### config.mk
export PLATFORM = sky130hd
export DESIGN_NAME = mu0_mem_arbiter_flat
export DESIGN_NICKNAME = d
export VERILOG_FILES = /design/src/rtl/mu0_mem_pkg.sv /design/src/rtl/mu0_mem_arbiter_if.sv /design/src/rtl/mu0_rr_arbiter.sv /design/src/rtl/mu0_mem_arbiter.sv /design/src/flat_wrapper.sv
export SDC_FILE = /design/constraint.sdc
export NUM_CORES = 1
export LEC_CHECK = 0
export BUFFER_PORTS_ARGS = -buffer_cell sky130_fd_sc_hd__buf_2
export CAP_MARGIN = 20
export CORE_MARGIN = 2
export CORE_UTILIZATION = 47
export CTS_BUF_LIST = sky130_fd_sc_hd__clkbuf_8
export DETAILED_ROUTE_END_ITERATION = 10
export GPL_ROUTABILITY_DRIVEN = 0
export GPL_TIMING_DRIVEN = 0
export HOLD_SLACK_MARGIN = 0.06
export PLACE_DENSITY_LB_ADDON = 0.15
export REMOVE_ABC_BUFFERS = 1
export SLEW_MARGIN = 20
export SYNTH_ARGS = -nofsm -noshare
export SYNTH_HDL_FRONTEND = slang
export SYNTH_SLANG_ARGS = --single-unit
### constraint.sdc
create_clock -name i_clk -period 2.3 [get_ports i_clk]
set_clock_uncertainty 0.15 [all_clocks]
set_input_delay 0.115 -clock i_clk [delete_from_list [all_inputs] [get_ports i_clk]]
set_output_delay 0.115 -clock i_clk [all_outputs]
set_load 0.02 [all_outputs]
### src/rtl/mu0_mem_pkg.sv
// Shared types and constants for the mu0 memory arbiter.
// Holds the FSM state encoding and the packed-channel slice helper.
package mu0_mem_pkg;
  localparam int DEF_DATA_W = 16;
  localparam int DEF_ADDR_W = 16;

  typedef enum logic [1:0] {
    IDLE   = 2'd0,
    ACCESS = 2'd1,
    RESP   = 2'd2
  } state_e;

  // Base bit offset of channel ch inside a packed per-channel bus of width w.
  function automatic int ch_off(input int ch, input int w);
    return ch * w;
  endfunction
endpackage

### src/rtl/mu0_mem_arbiter_if.sv
// Requester-side and memory-side bus of the mu0 memory arbiter.
// slave is the arbiter's view; master is the requesters/memory view.
interface mu0_mem_arbiter_if
  import mu0_mem_pkg::*;
#(
  parameter int NUM_CH = 2,
  parameter int DATA_W = DEF_DATA_W,
  parameter int ADDR_W = DEF_ADDR_W
);
  logic [NUM_CH-1:0]        req_valid;
  logic [NUM_CH-1:0]        req_ready;
  logic [NUM_CH-1:0]        req_rnw;
  logic [NUM_CH*ADDR_W-1:0] req_addr;
  logic [NUM_CH*DATA_W-1:0] req_wdata;
  logic [NUM_CH-1:0]        rsp_valid;
  logic [DATA_W-1:0]        rsp_rdata;
  logic                     busy;
  logic                     mem_rq;
  logic                     mem_rnw;
  logic [ADDR_W-1:0]        mem_addr;
  logic [DATA_W-1:0]        mem_wdata;
  logic [DATA_W-1:0]        mem_rdata;

  modport slave (
    input  req_valid, req_rnw, req_addr, req_wdata, mem_rdata,
    output req_ready, rsp_valid, rsp_rdata, busy,
           mem_rq, mem_rnw, mem_addr, mem_wdata
  );

  modport master (
    output req_valid, req_rnw, req_addr, req_wdata, mem_rdata,
    input  req_ready, rsp_valid, rsp_rdata, busy,
           mem_rq, mem_rnw, mem_addr, mem_wdata
  );
endinterface

### src/rtl/mu0_rr_arbiter.sv
// Combinational one-hot grant over a request vector.
// RR_MODE=0: lowest index wins; RR_MODE=1: search starts just after i_ptr.
module mu0_rr_arbiter
  import mu0_mem_pkg::*;
#(
  parameter int NUM_CH  = 2,
  parameter int RR_MODE = 0,
  localparam int PW     = (NUM_CH > 1) ? $clog2(NUM_CH) : 1
) (
  input  logic [NUM_CH-1:0] i_req,
  input  logic [PW-1:0]     i_ptr,
  output logic [NUM_CH-1:0] o_gnt,
  output logic [PW-1:0]     o_idx
);
  logic w_found;
  int   w_c;

  always_comb begin
    o_gnt   = '0;
    o_idx   = '0;
    w_found = 1'b0;
    w_c     = 0;
    for (int k = 0; k < NUM_CH; k++) begin
      w_c = (RR_MODE != 0) ? ((int'(i_ptr) + 1 + k) % NUM_CH) : k;
      if (!w_found && i_req[w_c]) begin
        w_found    = 1'b1;
        o_gnt[w_c] = 1'b1;
        o_idx      = PW'(w_c);
      end
    end
  end
endmodule

### src/rtl/mu0_mem_arbiter.sv
// Multi-channel front-end for the mu0 shared memory: arbitrates, holds the
// memory request for MEM_LAT cycles, then pulses a response to the winner.
module mu0_mem_arbiter
  import mu0_mem_pkg::*;
#(
  parameter int DATA_W  = DEF_DATA_W,
  parameter int ADDR_W  = DEF_ADDR_W,
  parameter int NUM_CH  = 2,
  parameter int MEM_LAT = 1,
  parameter int RR_MODE = 0
) (
  input logic              i_clk,
  input logic              i_rst,
  mu0_mem_arbiter_if.slave bus
);
  localparam int PW = (NUM_CH > 1) ? $clog2(NUM_CH) : 1;
  localparam int CW = $clog2(MEM_LAT) + 1;

  state_e            r_state, w_state_nxt;
  logic [PW-1:0]     r_ptr;
  logic [PW-1:0]     r_gnt;
  logic              r_rnw;
  logic [ADDR_W-1:0] r_addr;
  logic [DATA_W-1:0] r_wdata;
  logic [DATA_W-1:0] r_rdata;
  logic [CW-1:0]     r_cnt;

  logic [NUM_CH-1:0] w_gnt;
  logic [PW-1:0]     w_idx;
  logic              w_accept;

  mu0_rr_arbiter #(
    .NUM_CH  (NUM_CH),
    .RR_MODE (RR_MODE)
  ) u_arb (
    .i_req (bus.req_valid),
    .i_ptr (r_ptr),
    .o_gnt (w_gnt),
    .o_idx (w_idx)
  );

  always_ff @(posedge i_clk or posedge i_rst) begin
    if (i_rst) begin
      r_state <= IDLE;
      r_ptr   <= PW'(NUM_CH - 1);
      r_gnt   <= '0;
      r_rnw   <= 1'b0;
      r_addr  <= '0;
      r_wdata <= '0;
      r_rdata <= '0;
      r_cnt   <= '0;
    end else begin
      r_state <= w_state_nxt;
      if (w_accept) begin
        r_gnt   <= w_idx;
        r_rnw   <= bus.req_rnw[w_idx];
        r_addr  <= bus.req_addr[ch_off(int'(w_idx), ADDR_W) +: ADDR_W];
        r_wdata <= bus.req_wdata[ch_off(int'(w_idx), DATA_W) +: DATA_W];
        r_rdata <= '0;
        r_cnt   <= CW'(MEM_LAT - 1);
        if (RR_MODE != 0) r_ptr <= w_idx;
      end else if (r_state == ACCESS) begin
        // Last access cycle: the memory word is valid on this edge.
        if (r_cnt == '0) r_rdata <= r_rnw ? bus.mem_rdata : '0;
        else             r_cnt   <= r_cnt - CW'(1);
      end
    end
  end

  always_comb begin
    w_state_nxt   = r_state;
    w_accept      = 1'b0;
    bus.req_ready = '0;
    bus.rsp_valid = '0;
    bus.rsp_rdata = '0;
    bus.busy      = 1'b0;
    bus.mem_rq    = 1'b0;
    bus.mem_rnw   = 1'b0;
    bus.mem_addr  = '0;
    bus.mem_wdata = '0;
    unique case (r_state)
      IDLE: begin
        bus.req_ready = w_gnt;
        if (|w_gnt) begin
          w_accept    = 1'b1;
          w_state_nxt = ACCESS;
        end
      end
      ACCESS: begin
        bus.busy      = 1'b1;
        bus.mem_rq    = 1'b1;
        bus.mem_rnw   = r_rnw;
        bus.mem_addr  = r_addr;
        bus.mem_wdata = r_wdata;
        if (r_cnt == '0) w_state_nxt = RESP;
      end
      RESP: begin
        bus.busy             = 1'b1;
        bus.rsp_valid[r_gnt] = 1'b1;
        bus.rsp_rdata        = r_rdata;
        w_state_nxt          = IDLE;
      end
      default: w_state_nxt = IDLE;
    endcase
  end
endmodule
### src/flat_wrapper.sv
// flat-port wrapper written by rule: the top's interface ports become plain ports
module mu0_mem_arbiter_flat import mu0_mem_pkg::*;
#(
  parameter int DATA_W  = DEF_DATA_W,
  parameter int ADDR_W  = DEF_ADDR_W,
  parameter int NUM_CH  = 2,
  parameter int MEM_LAT = 1,
  parameter int RR_MODE = 0
)
  (i_clk, i_rst, bus_req_valid, bus_req_rnw, bus_req_addr, bus_req_wdata, bus_mem_rdata, bus_req_ready, bus_rsp_valid, bus_rsp_rdata, bus_busy, bus_mem_rq, bus_mem_rnw, bus_mem_addr, bus_mem_wdata);
  mu0_mem_arbiter_if #(.NUM_CH(NUM_CH), .DATA_W(DATA_W), .ADDR_W(ADDR_W)) bus_i ();
  input logic i_clk;
  input logic i_rst;
  input wire logic [$bits(bus_i.req_valid)-1:0] bus_req_valid;
  input wire logic [$bits(bus_i.req_rnw)-1:0] bus_req_rnw;
  input wire logic [$bits(bus_i.req_addr)-1:0] bus_req_addr;
  input wire logic [$bits(bus_i.req_wdata)-1:0] bus_req_wdata;
  input wire logic [$bits(bus_i.mem_rdata)-1:0] bus_mem_rdata;
  output wire logic [$bits(bus_i.req_ready)-1:0] bus_req_ready;
  output wire logic [$bits(bus_i.rsp_valid)-1:0] bus_rsp_valid;
  output wire logic [$bits(bus_i.rsp_rdata)-1:0] bus_rsp_rdata;
  output wire logic [$bits(bus_i.busy)-1:0] bus_busy;
  output wire logic [$bits(bus_i.mem_rq)-1:0] bus_mem_rq;
  output wire logic [$bits(bus_i.mem_rnw)-1:0] bus_mem_rnw;
  output wire logic [$bits(bus_i.mem_addr)-1:0] bus_mem_addr;
  output wire logic [$bits(bus_i.mem_wdata)-1:0] bus_mem_wdata;
  assign bus_i.req_valid = bus_req_valid;
  assign bus_i.req_rnw = bus_req_rnw;
  assign bus_i.req_addr = bus_req_addr;
  assign bus_i.req_wdata = bus_req_wdata;
  assign bus_i.mem_rdata = bus_mem_rdata;
  assign bus_req_ready = bus_i.req_ready;
  assign bus_rsp_valid = bus_i.rsp_valid;
  assign bus_rsp_rdata = bus_i.rsp_rdata;
  assign bus_busy = bus_i.busy;
  assign bus_mem_rq = bus_i.mem_rq;
  assign bus_mem_rnw = bus_i.mem_rnw;
  assign bus_mem_addr = bus_i.mem_addr;
  assign bus_mem_wdata = bus_i.mem_wdata;
  mu0_mem_arbiter #(.DATA_W(DATA_W), .ADDR_W(ADDR_W), .NUM_CH(NUM_CH), .MEM_LAT(MEM_LAT), .RR_MODE(RR_MODE)) u_core (.i_clk(i_clk), .i_rst(i_rst), .bus(bus_i));
endmodule
==> key figures, run 1 <==
Die
  – I/O pin cnt: 141
  – Num rows: 28
  – Die width: 81.4 µm
  – Die Span Y: 81.4 µm
  – Initial Utilization: 48.1%
  – Full die area: 6620 µm²
  – Core area: 5850 µm²

Global routing
  – Antenna violations before repair: 0
  – Tot GR Track Use: 27.5%
  – First-pass GRT wire length: 13.7 mm
  – Vias in the first global route: 2955
  – Largest net degree at the start of global routing: 53
  – Global route overflow: 0

Route
  – # DRC: 0
  – Antenna viol nets, final: 0
  – TritonRoute pass-1 iters: 5
  – Vias per cell: 5.02
  – Number of DRC markers in iteration 0: 108
  – Routed len/inst: 15.5 µm
  – Final wirelength: 8.90 mm
  – Via count: 2876

Worst setup path
  – CP max stage cell: dlygate4sd3_1
  – Critical path capture point type: register
  – Reg2reg setup slack: 270 ps
  – Worst setup startpoint: bus_req_valid[0]
  – Crit path capture: u_core.r_addr[10]$_DFFE_PP0P_
  – Reg-to-reg endpoint: u_core.r_rdata[7]$_DFFE_PP0P_
  – Worst EP arrival: 2260 ps
  – Crit-path max FO: 26
  – Kind of critical path: input pin to register
  – Cell depth of the worst flop-to-flop path: 4
  – Critical R2R Launch: u_core.r_state[1]$_DFFE_PP0P_
  – Most common cell on crit path: dlygate4sd3_1
  – Worst EP required: 2350 ps
  – Cell chain of the critical path: dlygate4sd3_1 > buf_2 > nand2b_4 > buf_12 > mux2i_1 > dlygate4sd3_1 > o21ai_1
  – Max stage delay on crit path: 590 ps
  – Startpoint Class: input pin

Placed design
  – Number of I/O port buffers: 140
  – Placed wire-length estimate: 4.50 mm

Timing
  – Setup violators final: 0
  – Final min period: 2220 ps
  – RSZ-0062 raised after global routing: no
  – Slew Limit Fails: 0
  – Final worst-path cycle share: 96.3%
  – Max-slew headroom: 54.7%
  – Worst hold slack: 313 ps
  – Total negative setup slack: 0 ps
  – Least-Margin Pin Slew: 679 ps
  – Max frequency: 0.451 GHz
  – Final Hold Viols: 0

Yosys
  – Synthesized cell area: 2810 µm²
  – Area leader, netlist: dfrtp_1
  – Share of the synthesized area in the top cell type: 46.3%
  – Syn. warnings: 0
  – Number of synthesized register bits: 52
  – Number of synthesized flops with an enable pin: 0
  – Synthesized instance count: 280
  – Distinct cells, synth: 24
  – Top cells by instance count after synthesis: 52 x and2_1, 52 x dfrtp_1, 33 x mux2i_1, 33 x nand2_1, 30 x o21ai_1
  – Primary FF master, synth: dfrtp_1
  – Area contributors post-synth: dfrtp_1 46%, mux2i_1 12%, and2_1 12%, o21ai_1 5.3%, nand2_1 4.4%
  – Async set-or-reset flop fraction in the synthesized netlist: 100%
  – Syn_area_per_cell: 10.0 µm²
  – Sequential share of the synthesized area: 46.3%

Clock network
  – Clock-pin transition on the worst setup and hold timing paths: 90 ps
  – CTS Buf Count: 5
  – CTS tree: done
  – Root Driver: clkbuf_8
  – Clk sinks: 52
  – CTS H-tree depth: 2
  – Clk Latency, worst-skew pair: 300 ps
  – Clk buf depth: 2

Cells and area
  – Area grow syn2layout: 61.9%
  – Final nets: 588
  – Fill cell count: 381
  – Register area: 1300 µm²
  – Share of layout cells above drive strength 1: 33.1%
  – Antenna diodes: 0
  – Multi-input gate area: 1370 µm²

Pwr
  – Total power: 0.00458 W
  – Leak: 2.45 nW
  – Power density over cell area: 1010 nW/µm²
  – Max IR drop VDD: 0.576 mV

Flow run
  – Max-cap viol count: 0

Outcome
  – Status: finished, final reports clean

Hold path
  – Hold Crit Class: input pin to async pin
## where the power goes
| part | internal (W) | leakage [nW] | total, W | switching, W |
|---|---|---|---|---|
| combinational | 0.000997 | 1.73 | 0.00238 | 0.00138 |
| sequential | 0.00136 | 0.660 | 0.00158 | 0.000222 |
| clock | 0.000319 | 0.0593 | 0.000618 | 0.000299 |
| total | 0.00268 | 2.45 | 0.00458 | 0.00190 |
## routing by layer
metal	GRT usage [%]	part of all wire [%]
met1	29.9	38
met2	49.3	51
met3	7.00	6.8
met4	13.9	4.1
met5	0	0
## final cells by class
class,instances,share of cell area [%]
flip-flops and latches,52,28.6
inverters,4,0.385
clock inverters,3,0.852
repair buffers,233,36.6
well taps,75,2.06
clock buffers,5,1.51
multi-input cells,201,30.0
## how the worst min path moves through the flow
stage	slack [ps]	to	from
5_1_grt	370	u_core.r_addr[8]$_DFFE_PP0P_	u_core.r_addr[8]$_DFFE_PP0P_
4_1_cts	320	u_core.r_rdata[9]$_DFFE_PP0P_	i_rst
2_1_floorplan	50	u_core.r_gnt$_DFFE_PP0P_	bus_req_valid[0]
3_5_place_dp	110	u_core.r_rdata[9]$_DFFE_PP0P_	i_rst
6_report	310	u_core.r_rdata[9]$_DFFE_PP0P_	i_rst
3_3_place_gp	190	u_core.r_rdata[9]$_DFFE_PP0P_	bus_mem_rdata[9]
## per-stage QoR
stage	cell area, µm²	util, %	cells	setup WS [ps]
2_1_floorplan	2660	-	257	-306
3_3_place_gp	3460	59.1	472	-1380
3_5_place_dp	3540	60.6	475	99.4
4_1_cts	4520	77.2	569	51.1
5_1_grt	4550	77.8	573	13.3
6_report	4550	77.8	573	84.4
## sequential cells by signal, indices dropped and copies added, names as in the netlist
signal,count
u_core.r_wdata,16
u_core.r_rnw,1
u_core.r_state,2
u_core.r_rdata,16
u_core.r_addr,16
u_core.r_gnt,1
## worst max-delay path: cells and delay by family
kind                   cells  cell delay (ps)
buffers and inverters      4             1540
muxes                      1              300
and+or+nand+nor            1              240
AOI/OAI and AO/OA          1               50
## cells by family (layout without fill, tap and decap cells)
logic type                 count (synthesis)  count (layout)  share of synthesized area, %
AOI/OAI and AO/OA                         56              56                          12.5
adders and majority gates                  5               5                          2.22
buffers and inverters                     27             245                          5.87
DFF                                       52              52                          46.3
muxes                                     33              33                          11.7
and+or+nand+nor                          107             107                          21.4
## layout by cell type, fill, tap and decap left out, types with 2 or more instances in the layout
cell / instances
nor2_1: 2
dlygate4sd3_1: 86
a31o_1: 10
dfrtp_1: 52
buf_4: 4
clkbuf_8: 5
buf_16: 2
inv_1: 4
o21ai_1: 30
a21oi_1: 2
mux2i_1: 33
and2_1: 52
buf_2: 140
nand2_1: 33
nor3b_1: 16
a31o_2: 6
ha_1: 4
o21ai_0: 4
## repair_timing
item,in CTS,in global routing
hold buffers,86,0
setup endpoints to repair,25,42
pin swaps,0,0
gates resized for setup,1,2
hold endpoints to repair,104,0
buffers inserted,0,4
No activity file was read; power rests on OpenSTA's default activity.
==> inputs of run 2 (changes only) <==
CTS_BUF_LIST = sky130_fd_sc_hd__clkbuf_4   (was sky130_fd_sc_hd__clkbuf_8)
==> run 2 against run 1 <==
Against the previous run:
- via count hardly changed
- die area stayed put
- highest routed layer unchanged
- flip-flop and latch count unchanged
- utilization fell by 0.98 points
- worst hold slack worse by 82 ps
- cell area fell by 1.3%
- critical path type unchanged
- wire length down 1.5%
- global-route usage is essentially flat
- critical endpoint is now u_core.r_wdata[15]$_DFFE_PP0P_
- final cell count fell by 0.70%
==> key figures, run 2 (synthesis gave the netlist of run 1 again) <==
Clock network
  – CTS Buf Count: 5
  – Clock-pin transition on the worst setup and hold timing paths: 150 ps
  – Clk buf depth: 2
  – Clk Latency, worst-skew pair: 360 ps
  – Root Driver: clkbuf_4
  – Post-CTS Setup Bufs: 0
  – CTS tree: done
  – Clk sinks: 52
  – CTS H-tree depth: 2

Die
  – Full die area: 6620 µm²
  – Core area: 5850 µm²
  – Die width: 81.4 µm
  – Die Span Y: 81.4 µm
  – Num rows: 28
  – Initial Utilization: 48.1%
  – I/O pin cnt: 141

Worst setup path
  – Most common cell on crit path: dlygate4sd3_1
  – Critical path capture point type: register
  – Crit-path max FO: 26
  – Startpoint Class: input pin
  – Cell chain of the critical path: dlygate4sd3_1 > buf_2 > nand2b_4 > buf_12 > mux2i_1 > dlygate4sd3_1 > o21ai_0
  – Worst EP arrival: 2310 ps
  – Worst EP required: 2410 ps
  – Max stage delay on crit path: 570 ps
  – Kind of critical path: input pin to register
  – Family with the most delay on the worst path: buffers and inverters
  – CP max stage cell: dlygate4sd3_1
  – Buf/Inv on CP: 4

Route
  – Via count: 2878
  – TritonRoute pass-1 iters: 4
  – Antenna viol nets, final: 0
  – Vias per cell: 5.06
  – Routed len/inst: 15.4 µm
  – # DRC: 0
  – Number of DRC markers in iteration 0: 95
  – Final wirelength: 8.77 mm

Cells and area
  – Commonest non-fill, non-tap cell in the layout: buf_2
  – Most frequent cells in the layout: 140 x buf_2, 86 x dlygate4sd3_1, 52 x and2_1, 52 x dfrtp_1
  – Final nets: 584
  – Share of layout cells above drive strength 1: 32.8%
  – Registers with the most flip-flops: u_core.r_addr: 16 flops, u_core.r_rdata: 16 flops, u_core.r_wdata: 16 flops
  – Antenna diodes: 0
  – Area grow syn2layout: 59.8%
  – Fin util: 76.8%

Global routing
  – Largest net degree at the start of global routing: 53
  – Tot GR Track Use: 27.5%
  – Global route overflow: 0
  – First-pass GRT wire length: 13.7 mm
  – Antenna violations before repair: 0
  – Vias in the first global route: 2958

Outcome
  – Status: finished, final reports clean

Placed design
  – Placed wire-length estimate: 4.50 mm
  – Number of I/O port buffers: 140

Timing
  – Max-slew headroom: 55.3%
  – Worst hold slack: 230 ps
  – Final worst-path cycle share: 95.6%
  – Least-Margin Pin Slew: 671 ps
  – Slew Limit Fails: 0
  – Final min period: 2200 ps
  – Final Hold Viols: 0
  – RSZ-0062 raised after global routing: no
  – Max frequency: 0.455 GHz
  – Setup violators final: 0

Pwr
  – Max IR drop VDD: 0.578 mV
  – Sw power: 0.00189 W
  – Clock share of power: 11.9%
  – Leak: 2.41 nW
  – Seq pwr share: 35.1%
  – Sw Share: 42.2%
  – Combinational share of power: 53.0%
  – Internal cell power: 0.00259 W
  – Power density over cell area: 996 nW/µm²

Flow run
  – Max-cap viol count: 0

Hold path
  – Hold Crit Class: input pin to async pin
run 2: cell types whose count changed in the layout (fill, tap and decap cells not counted):
cell      change
clkbuf_4      +6
clkbuf_8      -5
buf_4         -4
inv_1         -1
run 2: path summary, 6_finish.rpt:
| kind | from | to | slack, ps | depth (start not counted) |
|---|---|---|---|---|
| hold reg to reg | u_core.r_wdata[5]$_DFFE_PP0P_ | u_core.r_wdata[5]$_DFFE_PP0P_ | 340 | 2 |
| max in group asynchronous | i_rst | u_core.r_state[1]$_DFFE_PP0P_ | 1350 | 3 |
| hold / removal | i_rst | u_core.r_rdata[7]$_DFFE_PP0P_ | 230 | 3 |
| setup reg to reg | u_core.r_state[1]$_DFFE_PP0P_ | u_core.r_rdata[7]$_DFFE_PP0P_ | 270 | 4 |
| min in group i_clk | u_core.r_wdata[5]$_DFFE_PP0P_ | u_core.r_wdata[5]$_DFFE_PP0P_ | 340 | 2 |
| setup / recovery | bus_req_valid[0] | u_core.r_wdata[15]$_DFFE_PP0P_ | 100 | 7 |
run 2: worst register-to-register path, stage by stage, from the launching register on:
cell and delay [ps]:
dfrtp_1 400, inv_1 140, ha_1 620, nand2b_2 460, a31o_2 220
run 2: power by group through the flow:
stage / Sequential, W / Clock [W] / Combinational [W]
2_1_floorplan: 0.00151 / 0 / 0.00146
3_3_place_gp: 0.00155 / 0 / 0.00202
6_report: 0.00157 / 0.000532 / 0.00238
4_1_cts: 0.00155 / 0.000542 / 0.00232
3_5_place_dp: 0.00157 / 0 / 0.00217
5_1_grt: 0.00163 / 0.000566 / 0.00261
run 2: layout make-up:
class                      count  area, µm²
inverter                       4       17.5
tap                           75       93.8
sequential                    52       1300
clock inverter                 2       35.0
clock buffer                   6       45.0
fill                         392       1360
multi-input combinational    201       1370
timing repair buffer         229       1640
run 2: stage by stage:
step / setup TNS, ps / total power [W] / std cells / setup WS, ps / instance area (µm²)
CTS: 0 / 0.00441 / 569 / 71.9 / 4490
global placement: -30860 / 0.00357 / 472 / -1380 / 3460
detailed placement: 0 / 0.00374 / 475 / 99.4 / 3540
global route: 0 / 0.00480 / 569 / 15.8 / 4500
finish: 0 / 0.00448 / 569 / 101 / 4500
floorplan: -4590 / 0.00297 / 257 / -306 / 2660
run 2: layer usage:
| metal | share of wire, % | track usage [%] | vias up |
|---|---|---|---|
| li1 | - | - | 1381 |
| met1 | 37 | 30.0 | 1317 |
| met2 | 52 | 48.7 | 144 |
| met3 | 6.9 | 6.78 | 36 |
| met4 | 4.1 | 14.9 | 0 |
| met5 | 0 | 0 | - |
run 2: repair_timing:
item                                    in CTS  in global routing
hold endpoints to repair                   104                  0
endpoints found under the setup margin      33                 21
gates resized for setup                      1                  2
hold buffers                                86                  0
==> inputs of run 3 (changes only) <==
CORE_UTILIZATION = 30   (was 47)
==> run 3 against run 2 <==
Against the previous run:
- via count is 5.8% lower
- wire length decreased by 11%
- setup slack improved by 84 ps
- die area up 54%
- combinational power down 2%
- sequential share of layout area fell by 0.18 points
- utilization down 27 points
- total power shrank 4.1%
- register-to-register slack got worse by 80 ps
- final cell count is 6.2% higher
- highest routed layer unchanged
==> key figures, run 3 (synthesis gave the netlist of run 1 again) <==
Clock network
  – Root Driver: clkbuf_4
  – CTS H-tree depth: 2
  – CTS tree: done
  – CTS Buf Count: 5
  – Post-CTS Setup Bufs: 0
  – Clk sinks: 52
  – Clk buf depth: 2
  – Clk Latency, worst-skew pair: 350 ps
  – Clock-pin transition on the worst setup and hold timing paths: 140 ps

Route
  – Final wirelength: 7.82 mm
  – Routed len/inst: 12.9 µm
  – Vias per cell: 4.49
  – TritonRoute pass-1 iters: 4
  – Number of DRC markers in iteration 0: 67
  – Via count: 2710
  – # DRC: 0
  – Antenna viol nets, final: 0

Worst setup path
  – Kind of critical path: register to register
  – Family with the most delay on the worst path: compound AO/OA/AOI/OAI gates
  – Worst setup startpoint: u_core.r_state[0]$_DFFE_PP0P_
  – Critical path capture point type: register
  – Crit-path max FO: 21
  – Worst EP arrival: 2230 ps
  – Critical R2R Launch: u_core.r_state[0]$_DFFE_PP0P_
  – Startpoint Class: register
  – Worst EP required: 2410 ps
  – Max stage delay on crit path: 460 ps
  – Buf/Inv on CP: 2
  – CP max stage cell: dfrtp_1
  – Cell chain of the critical path: inv_1 > ha_1 > o21ai_4 > buf_16 > nand2b_2 > a31o_2

Cells and area
  – Fin cells: 604
  – Fin util: 49.4%
  – Most frequent cells in the layout: 140 x buf_2, 86 x dlygate4sd3_1, 52 x and2_1, 52 x dfrtp_1
  – Registers with the most flip-flops: u_core.r_addr: 16 flops, u_core.r_rdata: 16 flops, u_core.r_wdata: 16 flops
  – Commonest non-fill, non-tap cell in the layout: buf_2
  – Final nets: 584
  – Finished Cell Area: 4520 µm²
  – Area grow syn2layout: 60.8%
  – Antenna diodes: 0
  – Share of layout cells above drive strength 1: 32.9%

Timing
  – Final min period: 2110 ps
  – Final worst-path cycle share: 91.9%
  – RSZ-0062 raised after global routing: no
  – Max frequency: 0.473 GHz
  – Least-Margin Pin Slew: 666 ps
  – Slew Limit Fails: 0
  – Worst hold slack: 250 ps
  – Max-slew headroom: 55.6%
  – Final Hold Viols: 0
  – Setup violators final: 0
  – Total negative setup slack: 0 ps

Placed design
  – Number of I/O port buffers: 140
  – Placed insts: 511
  – Placed wire-length estimate: 4.84 mm
  – Placed inst area: 3590 µm²

Pwr
  – Clock share of power: 9.4%
  – Leak: 2.40 nW
  – Combinational share of power: 54.5%
  – Sw power: 0.00181 W
  – Seq pwr share: 36.0%
  – Power density over cell area: 950 nW/µm²
  – Max IR drop VDD: 0.375 mV
  – Sw Share: 42.1%
  – Internal cell power: 0.00249 W

Die
  – Initial Utilization: 30.7%
  – Die Span Y: 101 µm
  – Full die area: 10200 µm²
  – Die width: 101 µm
  – Core area: 9150 µm²
  – Num rows: 35
  – I/O pin cnt: 141

Global routing
  – Largest net degree at the start of global routing: 53
  – Tot GR Track Use: 15.7%
  – First-pass GRT wire length: 12.9 mm
  – Vias in the first global route: 2815
  – Global route overflow: 0
  – Antenna violations before repair: 0

Flow run
  – Max-cap viol count: 0

Outcome
  – Status: finished, final reports clean

Hold path
  – Hold Crit Class: input pin to async pin
[run 3: cell count changes in the layout (fill, tap and decap cells not counted), sizes merged]
cell,before,now
bufinv,1,0
[run 3: repair_timing]
item | CTS | global route
endpoints found under the setup margin | 49 | 36
gates resized for setup | 2 | 3
hold buffers | 86 | 0
hold endpoints to repair | 104 | 0
[run 3: final timing paths]
kind,end,slack (ps),cells past startpoint
max,u_core.r_rdata[7]$_DFFE_PP0P_,190,6
min,u_core.r_addr[6]$_DFFE_PP0P_,250,3
max reg2reg,u_core.r_rdata[7]$_DFFE_PP0P_,190,6
min reg2reg,u_core.r_wdata[6]$_DFFE_PP0P_,340,2
max in group asynchronous,u_core.r_rnw$_DFFE_PP0P_,1320,3
min in group i_clk,u_core.r_wdata[6]$_DFFE_PP0P_,340,2
[run 3: layout make-up]
cell class | count | area [µm²]
clock buffers | 6 | 45.0
clock inverters | 1 | 5.00
fillers | 875 | 4630
inverters | 4 | 17.5
multi-input cells | 201 | 1380
flip-flops and latches | 52 | 1300
well taps | 111 | 139
repair buffers | 229 | 1640
[run 3: worst reg2reg max path, stage by stage, from the launching register on]
cell	delay, ps
dfrtp_1	460
inv_1	110
ha_1	300
o21ai_4	240
buf_16	220
nand2b_2	240
a31o_2	310
[run 3: through the flow]
step / worst slack (ps) / total power (W)
final: 185 / 0.00430
after global routing: 45.4 / 0.00468
after CTS: 0.131 / 0.00435
after detailed placement: 3.14 / 0.00378
after global placement: -1610 / 0.00363
after floorplan: -306 / 0.00297
[run 3: power groups by stage]
stage / Clock, W / Sequential (W) / Combinational (W)
floorplan: 0 / 0.00151 / 0.00146
global placement: 0 / 0.00155 / 0.00208
detailed placement: 0 / 0.00157 / 0.00221
CTS: 0.000437 / 0.00154 / 0.00237
global route: 0.000475 / 0.00161 / 0.00260
finish: 0.000405 / 0.00155 / 0.00234
[run 3: per-layer routing]
layer / GRT usage [%] / vias up / wire [µm]
li1: - / 1371 / -
met1: 18.9 / 1235 / 3520
met2: 28.3 / 97 / 3700
met3: 3.74 / 7 / 509
met4: 3.27 / 0 / 80
met5: 0 / - / 0
